$ cat config.mk
export PLATFORM = sky130hd
export DESIGN_NAME = alu_sequencer
export DESIGN_NICKNAME = d
export VERILOG_FILES = /design/src/rtl/alu_sequencer.sv
export SDC_FILE = /design/constraint.sdc
export NUM_CORES = 1
export LEC_CHECK = 0
export CAP_MARGIN = 40
export CORE_MARGIN = 5
export CORE_UTILIZATION = 33
export DETAILED_ROUTE_END_ITERATION = 16
export GPL_TIMING_DRIVEN = 0
export PLACE_DENSITY = 0.68
export SYNTH_ARGS = -nofsm -noshare
export SYNTH_HDL_FRONTEND = slang
export SYNTH_SLANG_ARGS = --single-unit
$ cat constraint.sdc
create_clock -name clock -period 2.4 [get_ports clock]
set_input_delay 0.48 -clock clock [delete_from_list [all_inputs] [get_ports clock]]
set_output_delay 0.48 -clock clock [all_outputs]
set_load 0.05 [all_outputs]
$ cat src/rtl/alu_sequencer.sv
// Request/response front end for the combinational ALU.
// Holds operands steady for a per-class latency, then returns Z.
module alu_sequencer #(
  parameter int unsigned SIMPLE_CYCLES = 1,
  parameter int unsigned MUL_CYCLES    = 4,
  parameter int unsigned DIV_CYCLES    = 8
) (
  input  logic        clock,
  input  logic        clear_n,
  input  logic        req_valid,
  output logic        req_ready,
  input  logic [4:0]  req_op,
  input  logic [31:0] req_a,
  input  logic [31:0] req_b,
  output logic [4:0]  alu_ops,
  output logic [31:0] alu_a,
  output logic [31:0] alu_b,
  input  logic [63:0] alu_z,
  output logic        rsp_valid,
  input  logic        rsp_ready,
  output logic [31:0] rsp_lo,
  output logic [31:0] rsp_hi,
  output logic        rsp_err,
  output logic        busy
);

  localparam int unsigned MAX_SM =
    (SIMPLE_CYCLES > MUL_CYCLES) ? SIMPLE_CYCLES : MUL_CYCLES;
  localparam int unsigned MAXC =
    (MAX_SM > DIV_CYCLES) ? MAX_SM : DIV_CYCLES;
  localparam int unsigned CW = (MAXC > 1) ? $clog2(MAXC) : 1;

  localparam logic [CW-1:0] SIMPLE_LD = CW'(SIMPLE_CYCLES - 1);
  localparam logic [CW-1:0] MUL_LD    = CW'(MUL_CYCLES - 1);
  localparam logic [CW-1:0] DIV_LD    = CW'(DIV_CYCLES - 1);

  localparam logic [4:0] OP_MUL  = 5'b01111;
  localparam logic [4:0] OP_DIV  = 5'b10000;
  localparam logic [4:0] OP_LAST = 5'b10010;

  typedef enum logic [1:0] {
    IDLE = 2'd0,
    EXEC = 2'd1,
    RESP = 2'd2
  } state_t;

  state_t        state_q, state_d;
  logic [CW-1:0] cnt_q, cnt_d;
  logic [4:0]    ops_q, ops_d;
  logic [31:0]   a_q, a_d;
  logic [31:0]   b_q, b_d;
  logic [31:0]   lo_q, lo_d;
  logic [31:0]   hi_q, hi_d;
  logic          err_q, err_d;

  logic [CW-1:0] ld_cnt;
  logic          req_bad;
  logic          wide_op;

  always_comb begin
    ld_cnt = SIMPLE_LD;
    unique case (1'b1)
      (req_op == OP_MUL): ld_cnt = MUL_LD;
      (req_op == OP_DIV): ld_cnt = DIV_LD;
      default: ;
    endcase
  end

  // Rejected up front so the ALU is never consulted for them.
  assign req_bad = (req_op > OP_LAST) ||
                   ((req_op == OP_DIV) && (req_b == 32'd0));
  assign wide_op = (ops_q == OP_MUL) || (ops_q == OP_DIV);

  always_ff @(posedge clock) begin
    if (!clear_n) begin
      state_q <= IDLE;
      cnt_q   <= '0;
      ops_q   <= '0;
      a_q     <= '0;
      b_q     <= '0;
      lo_q    <= '0;
      hi_q    <= '0;
      err_q   <= 1'b0;
    end else begin
      state_q <= state_d;
      cnt_q   <= cnt_d;
      ops_q   <= ops_d;
      a_q     <= a_d;
      b_q     <= b_d;
      lo_q    <= lo_d;
      hi_q    <= hi_d;
      err_q   <= err_d;
    end
  end

  always_comb begin
    state_d = state_q;
    cnt_d   = cnt_q;
    ops_d   = ops_q;
    a_d     = a_q;
    b_d     = b_q;
    lo_d    = lo_q;
    hi_d    = hi_q;
    err_d   = err_q;
    unique case (state_q)
      IDLE: begin
        if (req_valid) begin
          ops_d = req_op;
          a_d   = req_a;
          b_d   = req_b;
          if (req_bad) begin
            lo_d    = '0;
            hi_d    = '0;
            err_d   = 1'b1;
            state_d = RESP;
          end else begin
            cnt_d   = ld_cnt;
            state_d = EXEC;
          end
        end
      end
      EXEC: begin
        if (cnt_q != '0) begin
          cnt_d = cnt_q - CW'(1);
        end else begin
          lo_d    = alu_z[31:0];
          hi_d    = wide_op ? alu_z[63:32] : 32'd0;
          err_d   = 1'b0;
          state_d = RESP;
        end
      end
      RESP: begin
        if (rsp_ready) state_d = IDLE;
      end
      default: state_d = IDLE;
    endcase
  end

  always_comb begin
    req_ready = clear_n && (state_q == IDLE);
    rsp_valid = clear_n && (state_q == RESP);
    busy      = (state_q != IDLE);
  end

  assign alu_ops = ops_q;
  assign alu_a   = a_q;
  assign alu_b   = b_q;
  assign rsp_lo  = lo_q;
  assign rsp_hi  = hi_q;
  assign rsp_err = err_q;

endmodule
==> run summary, run 1 <==
Final cycle utilization of the critical path = 0.9346
TritonCTS clock tree = built
Power share of the combinational group = 0.207
Fillers = 1577
CTS sink cnt = 139
Height of the die = 139.1 um
Worst-Skew Late Latency = 0.41 ns
Status = finished clean
Setup CP Type = primary input to flop
Gr usage total = 0.1881
Worst R2R Setup Slack = 0.31 ns
Die W = 139.1 um
DRC = 0
Relative slew slack = 0.5978
Setup TNS = 0 ns
Maximum vdd ir drop = 0.5355 mV
Final std cells w/o fill = 1185
DR pass1 iterations = 4
P_leak = 0.003495 uW
H-tree levels = 4
Initial DRC count = 133
Hold endpoint = alu_b[0]
WP data arrival = 2.58 ns
Tightest Hold Check Type = flop to flop
CP Launch Type = primary input
Hold path depth = 2
Wire per inst = 15.62 um
Worst-path maximum fanout = 3
Internal power = 4826 uW
Mean post-synth cell area = 8.303 um^2
Largest net degree at the start of global routing = 17
Asr flop ratio synth = 0
Netlist Area Pre-Place = 5497 um^2
Die area = 19340 um^2
RSZ-0062 raised after global routing = no
Vias = 5506
# setup viols final = 0
DP Wirelength = 14.00 mm
Layout Nets = 1092
Final Hold Fails = 0
Max Slew Vio Count = 0
Psw = 1935 uW
Syn Nets = 801
Most frequent cells in the layout = clkdlybuf4s50_1 (269), nand2_1 (245), dfxtp_1 (139)
Placement row count = 47
DR vias/cell = 4.646
Tightest Pin Transition = 0.6033 ns
Part of the power in the clock network = 0.426
Initial antenna violation count = 0
EDFF count, synth = 0
Vias in the first global route = 5480
I/O pin total = 274
Flop pwr share = 0.367
P per Cell Area = 738.9 nW/um^2
Synth warn = 0
Port Buf Inserts = 272
Synth Flop Type = dfxtp_1
Max_cap viols = 0
Ratio of cells with drive above 1 in the final layout = 0.04870
Routed Antenna Nets = 0
Syn Inst Count = 662
Area Growth Syn to Fin = 66.47%
Sw frac = 0.2862
Placed Cells = 1155
Initial core utilization = 0.3338
First-pass GRT wire length = 29.35 mm
Reg2reg end = alu_ops[1]
CP required = 2.74 ns
CTS Buffer Depth = 2
#FFs+latches synth = 139
Worst r2r path cells = 6
Post-synthesis sequential area ratio = 0.5063
Hold Crit Start = alu_b[0]
Fin crit period = 2.243 ns
Clock skew = 0.006481 ns
Reg2reg start = state_q[0]
CP Capture Type = flop
CTS root buffer = clkbuf_16
Post-synthesis cell type count = 37
Routed WL = 18.51 mm
Multi-input gate area = 2490 um^2
GP Congestion = 0.7526
FF/Latch Area = 2783 um^2
Total grt overflow = 0
Antenna diodes = 0
Post-CTS Setup Inserts = 0
Clock-pin transition on the worst setup and hold timing paths = 0.06 ns
Most common cell after layout, fill and taps aside = clkdlybuf4s50_1
FMAX = 445.8 MHz
Floorplan core area = 16470 um^2
Num CTS Buffers = 17
-- sequential cells by signal, indices dropped and copies added, names as in the netlist --
name and flops:
alu_a 32, alu_b 32, alu_ops 5, cnt_q 3, rsp_err 1, rsp_hi 32
rsp_lo 32, state_q 2
-- power by group through the flow --
stage | sequential, uW | clock, uW | combinational (uW)
finish | 2480 | 2880 | 1400
global route | 2490 | 3060 | 1490
CTS | 2480 | 2950 | 1410
detailed placement | 2530 | 0 | 1410
global placement | 2520 | 0 | 1410
floorplan | 2870 | 0 | 472
-- logic make-up after synthesis --
family | share of synthesized area
AND/OR/NAND/NOR | 0.2349
buffers and inverters | 0.04393
AO/OA/AOI/OAI | 0.08992
flip-flops | 0.5063
adder cells (fa/ha/maj) | 0.004552
multiplexers | 0.1204
-- per-stage QoR --
stage / hold slack, ns / total power (uW) / util / setup WS (ns) / cell area (um^2)
finish: 0.4515 / 6761 / 0.5557 / 0.1571 / 9150
global route: 0.4709 / 7047 / 0.5557 / 0.01181 / 9150
CTS: 0.4535 / 6844 / 0.5551 / -0.05617 / 9140
detailed placement: 0.4460 / 3941 / 0.5165 / -0.5261 / 8504
global placement: 0.4407 / 3939 / 0.5162 / -0.5397 / 8499
floorplan: 0.4383 / 3345 / - / 0.1606 / 5502
-- cell type report --
class,instances,area share
inverters,4,0.001641
multi-input cells,470,0.2721
clock inverters,14,0.02379
repair buffers,273,0.2973
plain buffers,48,0.02448
flip-flops and latches,139,0.3041
clock buffers,17,0.04649
well taps,220,0.03008
-- critical path, cell delays in order --
cell             delay (ns)
clkdlybuf4s50_1        0.42
nor4_1                 0.36
nand2_1                0.18
or4_1                  0.61
o31ai_4                0.30
mux2i_1                0.22
-- routing by layer --
metal	share of wire	wire, um	global-route usage
met1	0.42	7708	0.2145
met2	0.47	8762	0.3173
met3	0.099	1841	0.09103
met4	0.011	197	0.04789
met5	0	0	0
-- how the worst max path moves through the flow --
stage                    from    endpoint  slack, ns
floorplan             clear_n   req_ready       0.16
finish               req_b[8]    cnt_q[1]       0.16
global route        req_op[0]  rsp_lo[21]       0.01
detailed placement    clear_n   req_ready      -0.53
CTS                   clear_n   req_ready      -0.06
global placement      clear_n   req_ready      -0.54
-- cell usage after synthesis, types with 2 or more instances --
library cell,instances,area (um^2)
a21oi_1,75,375.4
buf_6,5,56.30
clkbuf_1,41,153.9
dfxtp_1,139,2783
ha_1,2,25.02
inv_1,4,15.01
mux2i_1,65,650.6
nand2_1,245,919.6
nand2b_1,2,12.51
nand3_1,35,175.2
nor2_1,7,26.28
nor2b_1,3,18.77
nor3b_1,2,15.01
nor4_1,11,68.82
o21ai_0,3,15.01
o22ai_1,2,12.51
-- what timing repair did --
item | CTS | global route
endpoints found under the hold margin | 0 | 0
pin swaps | 0 | 0
endpoints found under the setup margin | 3 | 51
gates resized for setup | 3 | 6
hold buffers | 0 | 0
Power figures use the tool's default switching activity.
==> inputs of run 2 (changes only) <==
- CORE_UTILIZATION: 33 -> 40
- PLACE_DENSITY: 0.68 -> 0.8
==> run summary, run 2 (synthesized netlist as in run 1, its figures left out) <==
Height of the die = 127.2 um (was 139.1 um)
Wire per inst = 15.93 um (was 15.62 um)
M2 GR Usage = 0.3789 (was 0.3173)
FMAX = 436.3 MHz (was 445.8 MHz)
Hold_buf cts = 0 (unchanged)
Die area = 16190 um^2 (was 19340 um^2)
DP Wirelength = 13.90 mm (was 14.00 mm)
Max_cap viols = 0 (unchanged)
Post-CTS Setup Inserts = 0 (unchanged)
Worst-path maximum fanout = 10 (was 3)
Ratio of cells with drive above 1 in the final layout = 0.05067 (was 0.04870)
Total grt overflow = 0 (unchanged)
# setup viols final = 0 (unchanged)
DR pass1 iterations = 5 (was 4)
Initial DRC count = 188 (was 133)
CTS root buffer = clkbuf_16 (unchanged)
First-pass GRT wire length = 28.31 mm (was 29.35 mm)
Worst R2R Setup Slack = 0.35 ns (was 0.31 ns)
Antenna diodes = 0 (unchanged)
Reg2reg end = alu_b[0] (was alu_ops[1])
RSZ-0062 raised after global routing = no (unchanged)
Area Growth Syn to Fin = 66.47% (unchanged)
Relative slew slack = 0.6133 (was 0.5978)
Routed WL = 18.21 mm (was 18.51 mm)
H-tree levels = 4 (unchanged)
TritonCTS clock tree = built (unchanged)
P_leak = 0.003524 uW (was 0.003495 uW)
P per Cell Area = 753.6 nW/um^2 (was 738.9 nW/um^2)
Die W = 127.2 um (was 139.1 um)
Grt peak-use layer = met2 (unchanged)
Final std cells w/o fill = 1143 (was 1185)
Initial antenna violation count = 0 (unchanged)
Max Slew Vio Count = 0 (unchanged)
Worst-Skew Late Latency = 0.42 ns (was 0.41 ns)
Final Hold Fails = 0 (unchanged)
Placed Cells = 1111 (was 1155)
Port Buf Inserts = 272 (unchanged)
Met3 Resource Use GR = 0.09850 (was 0.09103)
CTS Buffer Depth = 2 (unchanged)
Hold endpoint = alu_b[21] (was alu_b[0])
Placement row count = 42 (was 47)
Largest net degree at the start of global routing = 17 (unchanged)
Tightest Pin Transition = 0.5782 ns (was 0.6033 ns)
Setup CP Type = primary input to output pin (was primary input to flop)
CP required = 1.92 ns (was 2.74 ns)
Hold path depth = 2 (unchanged)
Worst hold slack = 0.4507 ns (was 0.4515 ns)
Initial core utilization = 0.4118 (was 0.3338)
CP Capture Type = output pin (was flop)
GP Congestion = 0.8371 (was 0.7526)
DRC = 0 (unchanged)
Hold Crit Start = alu_b[21] (was alu_b[0])
Grt met1 use = 0.2454 (was 0.2145)
Vias = 5577 (was 5506)
Final cycle utilization of the critical path = 0.9551 (was 0.9346)
Power after layout = 6895 uW (was 6761 uW)
Num CTS Buffers = 17 (unchanged)
Status = finished clean (unchanged)
Clock skew = 0.01053 ns (was 0.006481 ns)
CP Launch Type = primary input (unchanged)
Most frequent cells in the layout = clkdlybuf4s50_1 (269), nand2_1 (244), dfxtp_1 (139) (was clkdlybuf4s50_1 (269), nand2_1 (245), dfxtp_1 (139))
DR vias/cell = 4.879 (was 4.646)
Maximum vdd ir drop = 0.5355 mV (about the same)
Clock-pin transition on the worst setup and hold timing paths = 0.06 ns (about the same)
WP data arrival = 1.81 ns (was 2.58 ns)
Layout Nets = 1093 (was 1092)
Tightest Hold Check Type = flop to flop (unchanged)
Reg2reg start = state_q[0] (unchanged)
I/O pin total = 274 (unchanged)
Worst r2r path cells = 6 (unchanged)
CTS sink cnt = 139 (unchanged)
Vias in the first global route = 5537 (was 5480)
Most common cell after layout, fill and taps aside = clkdlybuf4s50_1 (unchanged)
Routed Antenna Nets = 0 (unchanged)
Floorplan core area = 13350 um^2 (was 16470 um^2)
Fin crit period = 2.292 ns (was 2.243 ns)
Gr usage total = 0.2211 (was 0.1881)
-- run 2: changes by cell type in the layout (fill, tap and decap cells not counted), sizes merged --
cell / before / now
clkinvlp: 3 / 2
bufinv: 5 / 6
clkbuf: 58 / 62
clkdlybuf4s15: 0 / 1
inv: 7 / 4
-- run 2: worst max path at each step --
stage,end,cells past startpoint,slack (ns),from
6_report,rsp_valid,5,0.11,clear_n
5_1_grt,rsp_hi[16],8,0.04,req_valid
4_1_cts,req_ready,6,0.05,clear_n
3_5_place_dp,req_ready,6,-0.55,clear_n
3_3_place_gp,req_ready,6,-0.50,clear_n
2_1_floorplan,req_ready,5,0.16,clear_n
-- run 2: routing by layer --
| metal | part of all wire | vias up |
|---|---|---|
| met2 | 0.48 | 214 |
| met4 | 0.018 | 0 |
| met3 | 0.10 | 23 |
| met1 | 0.40 | 2553 |
| li1 | - | 2787 |
| met5 | 0 | - |
-- run 2: stage by stage --
step	area [um^2]	util	setup WS, ns	setup TNS (ns)
finish	9150	0.6855	0.1079	0
global route	9150	0.6855	0.03607	0
CTS	9134	0.6843	0.05433	0
detailed placement	8449	0.6330	-0.5524	-22.22
global placement	8444	0.6326	-0.5003	-21.61
floorplan	5502	-	0.1606	0
-- run 2: report_power, final --
part | internal, uW | switching (uW) | total, uW
clock network | 2030 | 986 | 3020
registers | 2420 | 63.4 | 2480
logic | 567 | 832 | 1400
-- run 2: what timing repair did --
action                     in CTS  in global routing
setup endpoints to repair       3                 52
resized for setup               6                  5
pin swaps                       0                  0
-- run 2: critical path: stages --
cell,delay [ns]
clkbuf_1,0.21
inv_1,0.09
clkbuf_2,0.24
nor3b_2,0.19
dlygate4sd2_1,0.59
-- run 2: layout make-up --
class	count	area [um^2]
clock buffers	21	470.5
inverters	4	15.01
clock inverters	11	214.0
plain buffers	49	229.0
fillers	1108	4198
well taps	176	220.2
flip-flops and latches	139	2783
multi-input cells	470	2492
repair buffers	273	2726
